## src/rtl/array_ctrl_seq.sv

```systemverilog
// -----------------------------------------------------------------------------
// array_ctrl_seq
//
// Command sequencer for the CIM macro. Accepts one command at a time
// (MAC / WRITE / READ / NOP) over a valid/ready handshake, drives the
// bank-side controls (stage A) for the RUN phase, and replays the same
// command timeline one cycle later on the adder-tree side (stage B).
// MAC operands are streamed bit-plane by bit-plane over MAC_BITS cycles.
//
// Ports
//   clk, rst        clock, synchronous active-high reset
//   cmd_valid/ready command handshake (ready == idle)
//   cmd_op          00 MAC, 01 WRITE, 10 READ, 11 NOP
//   cmd_bank        WRITE bank address
//   cmd_col         READ column address
//   cmd_wdata       bank operand
//   cmd_act         MAC planes, plane k = cmd_act[k*DATA_W +: DATA_W]
//   mac_en, w_en, bank_mux, data_op                stage A (bank array)
//   mac_en_and, data_and, col_mux,
//   acc_first, acc_last                             stage B (adder tree)
//   busy            command in flight
//   done            one-cycle pulse in the final (DRAIN) cycle
//   addr_err        one-cycle pulse in the first RUN cycle on a bad address
// -----------------------------------------------------------------------------
module array_ctrl_seq #(
  parameter int NUM_BANK = 16,
  parameter int NUM_COL  = 8,
  parameter int DATA_W   = 16,
  parameter int MAC_BITS = 4,
  localparam int BANK_AW = (NUM_BANK > 1) ? $clog2(NUM_BANK) : 1,
  localparam int COL_AW  = (NUM_COL > 1) ? $clog2(NUM_COL) : 1
) (
  input  logic                       clk,
  input  logic                       rst,
  input  logic                       cmd_valid,
  output logic                       cmd_ready,
  input  logic [1:0]                 cmd_op,
  input  logic [BANK_AW-1:0]         cmd_bank,
  input  logic [COL_AW-1:0]          cmd_col,
  input  logic [DATA_W-1:0]          cmd_wdata,
  input  logic [DATA_W*MAC_BITS-1:0] cmd_act,
  output logic                       mac_en,
  output logic                       w_en,
  output logic [NUM_BANK-1:0]        bank_mux,
  output logic [DATA_W-1:0]          data_op,
  output logic                       mac_en_and,
  output logic [DATA_W-1:0]          data_and,
  output logic [NUM_COL-1:0]         col_mux,
  output logic                       acc_first,
  output logic                       acc_last,
  output logic                       busy,
  output logic                       done,
  output logic                       addr_err
);

  localparam int CNT_W = (MAC_BITS > 1) ? $clog2(MAC_BITS) : 1;
  localparam int ACT_W = DATA_W * MAC_BITS;
  localparam logic [CNT_W-1:0] MAC_LAST = CNT_W'(MAC_BITS - 1);

  typedef enum logic [1:0] {
    OP_MAC   = 2'b00,
    OP_WRITE = 2'b01,
    OP_READ  = 2'b10,
    OP_NOP   = 2'b11
  } op_e;

  typedef enum logic [1:0] {
    ST_IDLE  = 2'b00,
    ST_RUN   = 2'b01,
    ST_DRAIN = 2'b10
  } state_e;

  // ---------------------------------------------------------------------------
  // State and latched command
  // ---------------------------------------------------------------------------
  state_e             state_reg, state_next;
  logic [CNT_W-1:0]   cnt_reg, cnt_next;
  op_e                op_reg, op_next;
  logic [COL_AW-1:0]  col_reg, col_next;
  logic [ACT_W-1:0]   act_reg, act_next;

  // Stage A (bank side) output registers
  logic               mac_en_reg, mac_en_next;
  logic               w_en_reg, w_en_next;
  logic [NUM_BANK-1:0] bank_mux_reg, bank_mux_next;
  logic [DATA_W-1:0]  data_op_reg, data_op_next;

  // Stage B (adder-tree side) output registers
  logic               mac_en_and_reg, mac_en_and_next;
  logic [DATA_W-1:0]  data_and_reg, data_and_next;
  logic [NUM_COL-1:0] col_mux_reg, col_mux_next;
  logic               acc_first_reg, acc_first_next;
  logic               acc_last_reg, acc_last_next;

  logic               done_reg, done_next;
  logic               addr_err_reg, addr_err_next;

  logic               accept;
  op_e                cmd_op_e;
  logic [CNT_W-1:0]   cnt_last;
  logic               bank_oor;
  logic               col_oor;
  logic [NUM_BANK-1:0] bank_dec;
  logic [NUM_COL-1:0] col_dec;

  assign cmd_op_e = op_e'(cmd_op);
  assign accept   = cmd_valid && (state_reg == ST_IDLE);

  // One-hot decoders only have outputs for legal addresses, so an
  // out-of-range address decodes to all zeros without extra masking.
  for (genvar gi = 0; gi < NUM_BANK; gi++) begin : g_bank_dec
    assign bank_dec[gi] = (cmd_bank == BANK_AW'(gi));
  end

  for (genvar gi = 0; gi < NUM_COL; gi++) begin : g_col_dec
    assign col_dec[gi] = (col_reg == COL_AW'(gi));
  end

  assign bank_oor = ({1'b0, cmd_bank} >= (BANK_AW + 1)'(NUM_BANK));
  assign col_oor  = ({1'b0, cmd_col}  >= (COL_AW + 1)'(NUM_COL));

  // Last RUN beat index: MAC walks all bit-planes, everything else is 1 beat.
  assign cnt_last = (op_reg == OP_MAC) ? MAC_LAST : '0;

  // ---------------------------------------------------------------------------
  // FSM next state and command latch
  // ---------------------------------------------------------------------------
  always_comb begin
    state_next = state_reg;
    cnt_next   = cnt_reg;
    op_next    = op_reg;
    col_next   = col_reg;
    act_next   = act_reg;

    case (state_reg)
      ST_IDLE: begin
        if (accept) begin
          state_next = ST_RUN;
          cnt_next   = '0;
          op_next    = cmd_op_e;
          col_next   = cmd_col;
          act_next   = cmd_act;
        end
      end
      ST_RUN: begin
        // Shift so the plane stage B needs next is always in the low slice.
        act_next = act_reg >> DATA_W;
        if (cnt_reg == cnt_last) begin
          state_next = ST_DRAIN;
        end else begin
          cnt_next = cnt_reg + CNT_W'(1);
        end
      end
      ST_DRAIN: begin
        state_next = ST_IDLE;
      end
      default: begin
        state_next = ST_IDLE;
      end
    endcase
  end

  // ---------------------------------------------------------------------------
  // Stage A: loaded on the accepting edge so it is visible for exactly the
  // RUN cycles; held while RUN continues, idle values otherwise.
  // ---------------------------------------------------------------------------
  always_comb begin
    mac_en_next   = 1'b1;
    w_en_next     = 1'b0;
    bank_mux_next = '0;
    data_op_next  = '0;

    if (accept) begin
      case (cmd_op_e)
        OP_MAC: begin
          bank_mux_next = '1;
          data_op_next  = cmd_wdata;
        end
        OP_WRITE: begin
          w_en_next     = 1'b1;
          bank_mux_next = bank_dec;
          data_op_next  = DATA_W'(cmd_wdata[DATA_W/2-1:0]);
        end
        OP_READ: begin
          mac_en_next   = 1'b0;
          bank_mux_next = '1;
          data_op_next  = DATA_W'(cmd_wdata[DATA_W/4-1:0]);
        end
        default: begin
        end
      endcase
    end else if (state_next == ST_RUN) begin
      mac_en_next   = mac_en_reg;
      w_en_next     = w_en_reg;
      bank_mux_next = bank_mux_reg;
      data_op_next  = data_op_reg;
    end
  end

  // ---------------------------------------------------------------------------
  // Stage B: derived from the current RUN beat, so it lands one cycle after
  // the matching stage-A cycle.
  // ---------------------------------------------------------------------------
  always_comb begin
    mac_en_and_next = 1'b1;
    data_and_next   = '0;
    col_mux_next    = '0;
    acc_first_next  = 1'b0;
    acc_last_next   = 1'b0;

    if (state_reg == ST_RUN) begin
      case (op_reg)
        OP_MAC: begin
          col_mux_next   = '1;
          data_and_next  = act_reg[DATA_W-1:0];
          acc_first_next = (cnt_reg == '0);
          acc_last_next  = (cnt_reg == MAC_LAST);
        end
        OP_READ: begin
          mac_en_and_next = 1'b0;
          data_and_next   = '1;
          col_mux_next    = col_dec;
        end
        default: begin
        end
      endcase
    end
  end

  // done coincides with DRAIN; addr_err with the first RUN cycle.
  always_comb begin
    done_next     = (state_next == ST_DRAIN);
    addr_err_next = accept &&
                    (((cmd_op_e == OP_WRITE) && bank_oor) ||
                     ((cmd_op_e == OP_READ)  && col_oor));
  end

  // ---------------------------------------------------------------------------
  // Registers
  // ---------------------------------------------------------------------------
  always_ff @(posedge clk) begin
    if (rst) begin
      state_reg      <= ST_IDLE;
      cnt_reg        <= '0;
      op_reg         <= OP_NOP;
      col_reg        <= '0;
      act_reg        <= '0;
      mac_en_reg     <= 1'b1;
      w_en_reg       <= 1'b0;
      bank_mux_reg   <= '0;
      data_op_reg    <= '0;
      mac_en_and_reg <= 1'b1;
      data_and_reg   <= '0;
      col_mux_reg    <= '0;
      acc_first_reg  <= 1'b0;
      acc_last_reg   <= 1'b0;
      done_reg       <= 1'b0;
      addr_err_reg   <= 1'b0;
    end else begin
      state_reg      <= state_next;
      cnt_reg        <= cnt_next;
      op_reg         <= op_next;
      col_reg        <= col_next;
      act_reg        <= act_next;
      mac_en_reg     <= mac_en_next;
      w_en_reg       <= w_en_next;
      bank_mux_reg   <= bank_mux_next;
      data_op_reg    <= data_op_next;
      mac_en_and_reg <= mac_en_and_next;
      data_and_reg   <= data_and_next;
      col_mux_reg    <= col_mux_next;
      acc_first_reg  <= acc_first_next;
      acc_last_reg   <= acc_last_next;
      done_reg       <= done_next;
      addr_err_reg   <= addr_err_next;
    end
  end

  assign cmd_ready  = (state_reg == ST_IDLE);
  assign busy       = !cmd_ready;
  assign mac_en     = mac_en_reg;
  assign w_en       = w_en_reg;
  assign bank_mux   = bank_mux_reg;
  assign data_op    = data_op_reg;
  assign mac_en_and = mac_en_and_reg;
  assign data_and   = data_and_reg;
  assign col_mux    = col_mux_reg;
  assign acc_first  = acc_first_reg;
  assign acc_last   = acc_last_reg;
  assign done       = done_reg;
  assign addr_err   = addr_err_reg;

endmodule
```

## config.mk

```make
export PLATFORM = sky130hd
export DESIGN_NAME = array_ctrl_seq
export DESIGN_NICKNAME = d
export VERILOG_FILES = /design/src/rtl/array_ctrl_seq.sv
export SDC_FILE = /design/constraint.sdc
export NUM_CORES = 1
export LEC_CHECK = 0
export CAP_MARGIN = 20
export CORE_AREA = 2 2 129 131
export CTS_BUF_LIST = sky130_fd_sc_hd__clkbuf_8
export DETAILED_ROUTE_END_ITERATION = 16
export DIE_AREA = 0 0 131 133
export PLACE_DENSITY = 0.7
export SLEW_MARGIN = 20
export SYNTH_ARGS = -nofsm -noshare
export SYNTH_HDL_FRONTEND = slang
export SYNTH_SLANG_ARGS = --single-unit
```

## constraint.sdc

```tcl
create_clock -name clk -period 2.9 [get_ports clk]
set_input_delay 0.435 -clock clk [delete_from_list [all_inputs] [get_ports clk]]
set_output_delay 0.435 -clock clk [all_outputs]
set_load 0.1 [all_outputs]
```

* Word-level counts from Yosys, hierarchy flattened
Index checks and enable logic that the tools add are counted.
Cells by class: reductions and logical operators 15, muxes and demuxes 23, equality and inequality tests 33, $add $sub $neg 1, bitwise logic cells 2
Operators with widths (number):
- $pmux 64 s2 | 1
- $mux 64 | 1
- $pmux 16 s2 | 2
- $mux 16 | 3
- $pmux 16 s3 | 1
- $eq 4x4->1 const B | 8
- $eq 4x3->1 const B | 4
- $pmux 8 s2 | 1
- $eq 3x3->1 const B | 4
- $mux 2 | 5
- $eq 2x2->1 const B | 4
- $eq 4x2->1 const B | 2
- $logic_not 2->1 | 4
- $pmux 2 s2 | 2
- $mux 1 | 7
- $eq 2x1->1 const B | 3
- $eq 3x2->1 const B | 2
- $eq 4x1->1 const B | 1
- $logic_not 4->1 | 1
- $ne 2x2->1 const B | 2
- $reduce_and 2->1 | 2
- $reduce_or 2->1 | 2
- $eq 3x1->1 const B | 1
- $logic_not 3->1 | 1
- 9 further kinds | 10
Word-level totals: logic and storage cells 89, bits in registers 135

* Depth between registers and ports, before layout
word-level depth 8, gate-level depth with buffers 6, depth with buffers taken out 4

* Least setup slack after synthesis
No wires, ideal clock.
path kind reg-to-output, start point reg state_reg[0], end point out busy, required time 2465 ps, setup slack -101 ps, data arrival time 2566 ps, cell stages (with the launch flop) 3, cell sequence dfxtp_1 > nor2_1 > inv_1
Between the ends: word-level cells in the longest chain between the ends 2
RTL lines:
- start: declaration | RTL line 76 | state_e state_reg, state_next;
- start signal: assignment | RTL line 260 | state_reg <= state_next;
- $logic_not 2->1 | RTL line 279 | assign cmd_ready = (state_reg == ST_IDLE);
- named net cmd_ready | RTL line 36 | output logic cmd_ready,
- $logic_not 1->1 | RTL line 280 | assign busy = !cmd_ready;
- end: declaration | RTL line 51 | output logic busy,
The timed path passes the listed nets, and every way through them passes these cells.

* Final worst setup path
start point reg op_reg[1], end point reg data_op_reg[3] (netlist: data_op[3])
Between the ends: word-level cells in the longest chain between the ends 7
RTL lines:
- start: declaration | RTL line 78 | op_e op_reg, op_next;
- start signal: assignment | RTL line 262 | op_reg <= op_next;
- $logic_not 2->1 | RTL line 123 | assign cnt_last = (op_reg == OP_MAC) ? MAC_LAST : '0;
- $mux 2 | RTL line 123
- $eq 2x2->1 | RTL line 148 | if (cnt_reg == cnt_last) begin
- $mux 2 | RTL line 148
- $pmux 2 s2 | RTL line 135 | case (state_reg)
- $eq 2x1->1 | RTL line 192 | end else if (state_next == ST_RUN) begin
- $ne 2x2->1 (no line)
- end signal: assignment | RTL line 268 | data_op_reg <= data_op_next;
- end: declaration | RTL line 86 | logic [DATA_W-1:0] data_op_reg, data_op_next;
No other way between the ends. A chain may end at the register's enable or synchronous reset.

==> flow_metrics.env <==
export IMPL_status="complete, no violations"
export IMPL_seq_area_frac_synth_pct=50.8
export IMPL_rows=47
export IMPL_synth_fp_nets=627
export IMPL_synth_ff_type="dfxtp_1"
export IMPL_p_int_mw=3.10
export IMPL_pre_cts_slack_ns=0.615
export IMPL_synth_area_leaders="dfxtp_1, mux2i_1, nor2_1"
export IMPL_setup_viol=0
export IMPL_hold_violations=0
export IMPL_cts_resized=0
export IMPL_synth_seq_cells=135
export IMPL_grt_pass1_wl_um=20100
export IMPL_pwr_share_seq_pct=46.6
export IMPL_ctsLongestPathBuffers=2
export IMPL_grt_max_degree=97
export IMPL_crit_path_max_incr_delay_ns=0.71
export IMPL_tns_ns=0
export IMPL_synth_compound_area_share_pct=20.0
export IMPL_drive_gt1_share_pct=18.4
export IMPL_min_path_type="flip-flop to flip-flop"
export IMPL_power_switching_mw=1.24
export IMPL_dr_pass1_iters=5
export IMPL_vias=4265
export IMPL_place_congestion=0.782
export IMPL_fillers=1533
export IMPL_fmaxAchievable_mhz=510
export IMPL_required_ns=3.28
export IMPL_syn_to_final_growth_pct=35.8
export IMPL_fin_util_pct=44.7
export IMPL_io_buffers=155
export IMPL_synth_top_family_by_area="compound AO/OA/AOI/OAI gates"
export IMPL_avgSynthCellArea_um2=9.98
export IMPL_hold_slack_ns=0.474
export IMPL_fin_nets=755
export IMPL_drc=0
export IMPL_post_dp_cell_area_um2=6810
export IMPL_cts_htree_levels=4
export IMPL_drt_initial_drc_count=206
export IMPL_routed_wl_met3_um=700
export IMPL_die_h_um=133
export IMPL_cp_max_fo=30
export IMPL_ant_nets=0
export IMPL_numCtsBuffers=17
export IMPL_setup_ws_ns=0.941
export IMPL_clkSlewWorstSetupHoldPaths_ns=0.08
export IMPL_hold_buffers=0
export IMPL_clock_sinks=135
export IMPL_multiInputGateArea_um2=2340
export IMPL_crit_arrival_ns=2.34
export IMPL_power_switching_share_pct=28.6
export IMPL_clock_latency_ns=0.44
export IMPL_crit_slowest_cell="a2111oi_4"
export IMPL_finalCritPeriodShare_pct=67.6
export IMPL_p_clk_share_pct=37.0
export IMPL_dp_hpwl_um=9150
export IMPL_fp_coreArea_um2=16200
export IMPL_ys_types=43
export IMPL_wire_per_inst_um=14.7
export IMPL_finalInstanceArea_um2=7220
export IMPL_num_antenna_cells=0
export IMPL_rsz0062_at_grt="false"
export IMPL_vias_per_cell=4.77
export IMPL_synth_edff_count=0
export IMPL_highest_layer="met4"
export IMPL_largest_register_ffs=64
export IMPL_synth_cells=533
export IMPL_synth_area_um2=5320
export IMPL_drt_met1_wl_um=6130
export IMPL_gr_total_overflow=0
export IMPL_routed_wl_met2_um=5960
export IMPL_placed_cells=862
export IMPL_vdd_ir_drop_max_v=0.000314
export IMPL_worst_pin_slew_ns=0.937
export IMPL_antenna_found_initial=0
export IMPL_synthXorXnorAreaFrac_pct=0
export IMPL_clock_root_buffer="clkbuf_8"
export IMPL_start_util_pct=32.9
export IMPL_wl_um=13100
export IMPL_cap_viol_max_count=0
export IMPL_p_total_mw=4.34
export IMPL_cp_end_kind="flip-flop"
export IMPL_async_flop_share_pct=0
export IMPL_maxSlewHeadroom_pct=37.5
export IMPL_cts_setup_buffers=0
export IMPL_seqCellArea_um2=2700
export IMPL_critPathLaunchType="flip-flop"
export IMPL_dieWidth_um=131
export IMPL_synth_area_leader_cell="dfxtp_1"
export IMPL_synth_mux_area_share_pct=9.41
export IMPL_synth_adder_area_share_pct=0.470
export IMPL_yosysWarnings=0
export IMPL_pwr_share_comb_pct=16.4
export IMPL_clock_skew_ns=0.00861
export IMPL_worstSetupPathType="flip-flop to flip-flop"
export IMPL_die_area_um2=17400
export IMPL_io_pins=157
export IMPL_grt_pass1_vias=4065
export IMPL_cts_tree="done"
export IMPL_yosysTopAreaCellShare_pct=50.8
export IMPL_finalNonFillerCells=894
export IMPL_worstPathCellList="buf_4 -> and4bb_2 -> a2111oi_4 -> a22o_1"
export IMPL_leakage_nw=3.08
export IMPL_p_per_area_nw_per_um2=601
export IMPL_grt_total_usage_pct=15.0
export IMPL_synth_simple_gate_area_share_pct=13.6
export IMPL_fin_crit_ns=1.96
export IMPL_slew_violations=0
-- worst max-delay path: cells and delay by family, from the launching register on --
family	cells	cell delay, ns
AOI/OAI and AO/OA	2	0.96
DFF	1	0.32
buffers and inverters	1	0.30
and+or+nand+nor	1	0.32
-- final timing paths --
path	startpoint	to	slack, ns	depth (start not counted)
max	op_reg[1]	data_op[3]	0.94	4
min reg2reg	act_reg[3]	data_and[3]	0.47	2
max reg2reg	op_reg[1]	data_op[3]	0.94	4
min	act_reg[3]	data_and[3]	0.47	2
-- power by group through the flow --
stage | combinational [mW] | sequential, mW | clock [mW]
after floorplan | 0.346 | 2.19 | 0
after global placement | 0.704 | 2.06 | 0
after detailed placement | 0.715 | 2.06 | 0
after CTS | 0.717 | 2.02 | 1.65
after global routing | 0.766 | 2.04 | 1.73
final | 0.711 | 2.02 | 1.61
-- layer usage --
layer,GRT usage (%),up-vias
met5,0,-
met4,6.32,0
met3,4.45,26
met2,23.1,127
met1,19.5,1934
li1,-,2178
-- cell families after synthesis --
logic type | Yosys count
mux | 50
simple gates | 153
buf+inv | 59
flops | 135
compound gates | 133
fa+ha+maj | 2
other cells | 1
-- cells in the mapped netlist, types with 2 or more instances --
cell type / instances
dfxtp_1: 135
mux2i_1: 50
buf_1: 4
o41ai_1: 5
nor4b_1: 2
o21ai_0: 8
clkbuf_1: 27
nand2b_1: 4
nor3_1: 3
a32o_1: 20
inv_1: 5
nor2b_1: 4
nor3b_1: 3
nand3_1: 4
buf_2: 8
or3b_1: 2
buf_4: 11
nand3b_1: 5
a21oi_2: 4
nor2_1: 102
or3_1: 2
a21oi_1: 10
or3b_2: 3
or2_2: 2
buf_6: 3
ha_1: 2
nand2_1: 13
a22oi_1: 16
a211oi_1: 48
a22o_1: 12
o31ai_1: 4
-- cell usage in the layout, fill, tap and decap left out, drive strengths merged --
cell | netlist | layout
a2111oi | 1 | 1
a211oi | 49 | 49
a21oi | 14 | 14
a22o | 12 | 12
a22oi | 16 | 16
a31o | 1 | 1
a32o | 20 | 20
and4bb | 1 | 1
buf | 26 | 72
bufinv | 0 | 3
clkbuf | 27 | 17
clkdlybuf4s50 | 0 | 90
clkinv | 0 | 5
clkinvlp | 0 | 3
conb | 1 | 1
dfxtp | 135 | 135
ha | 2 | 2
inv | 6 | 10
mux2i | 50 | 50
nand2 | 13 | 13
nand2b | 4 | 4
nand3 | 4 | 4
nand3b | 5 | 5
nor2 | 103 | 103
nor2b | 4 | 4
nor3 | 4 | 4
nor3b | 3 | 3
nor4b | 2 | 2
o21a | 1 | 1
o21ai | 8 | 8
o21ba | 1 | 1
o21bai | 1 | 1
o31ai | 4 | 4
o41ai | 5 | 5
or2 | 2 | 2
or3 | 2 | 2
or3b | 5 | 5
or4b | 1 | 1
-- layout make-up --
cell class / instances / area share [%]
clock buffer: 17 / 3.24
inverter: 6 / 0.312
timing repair buffer: 162 / 20.3
sequential: 135 / 37.4
multi-input combinational: 339 / 32.4
tap: 220 / 3.81
clock inverter: 15 / 2.48
(Power assumes the default switching activity.)
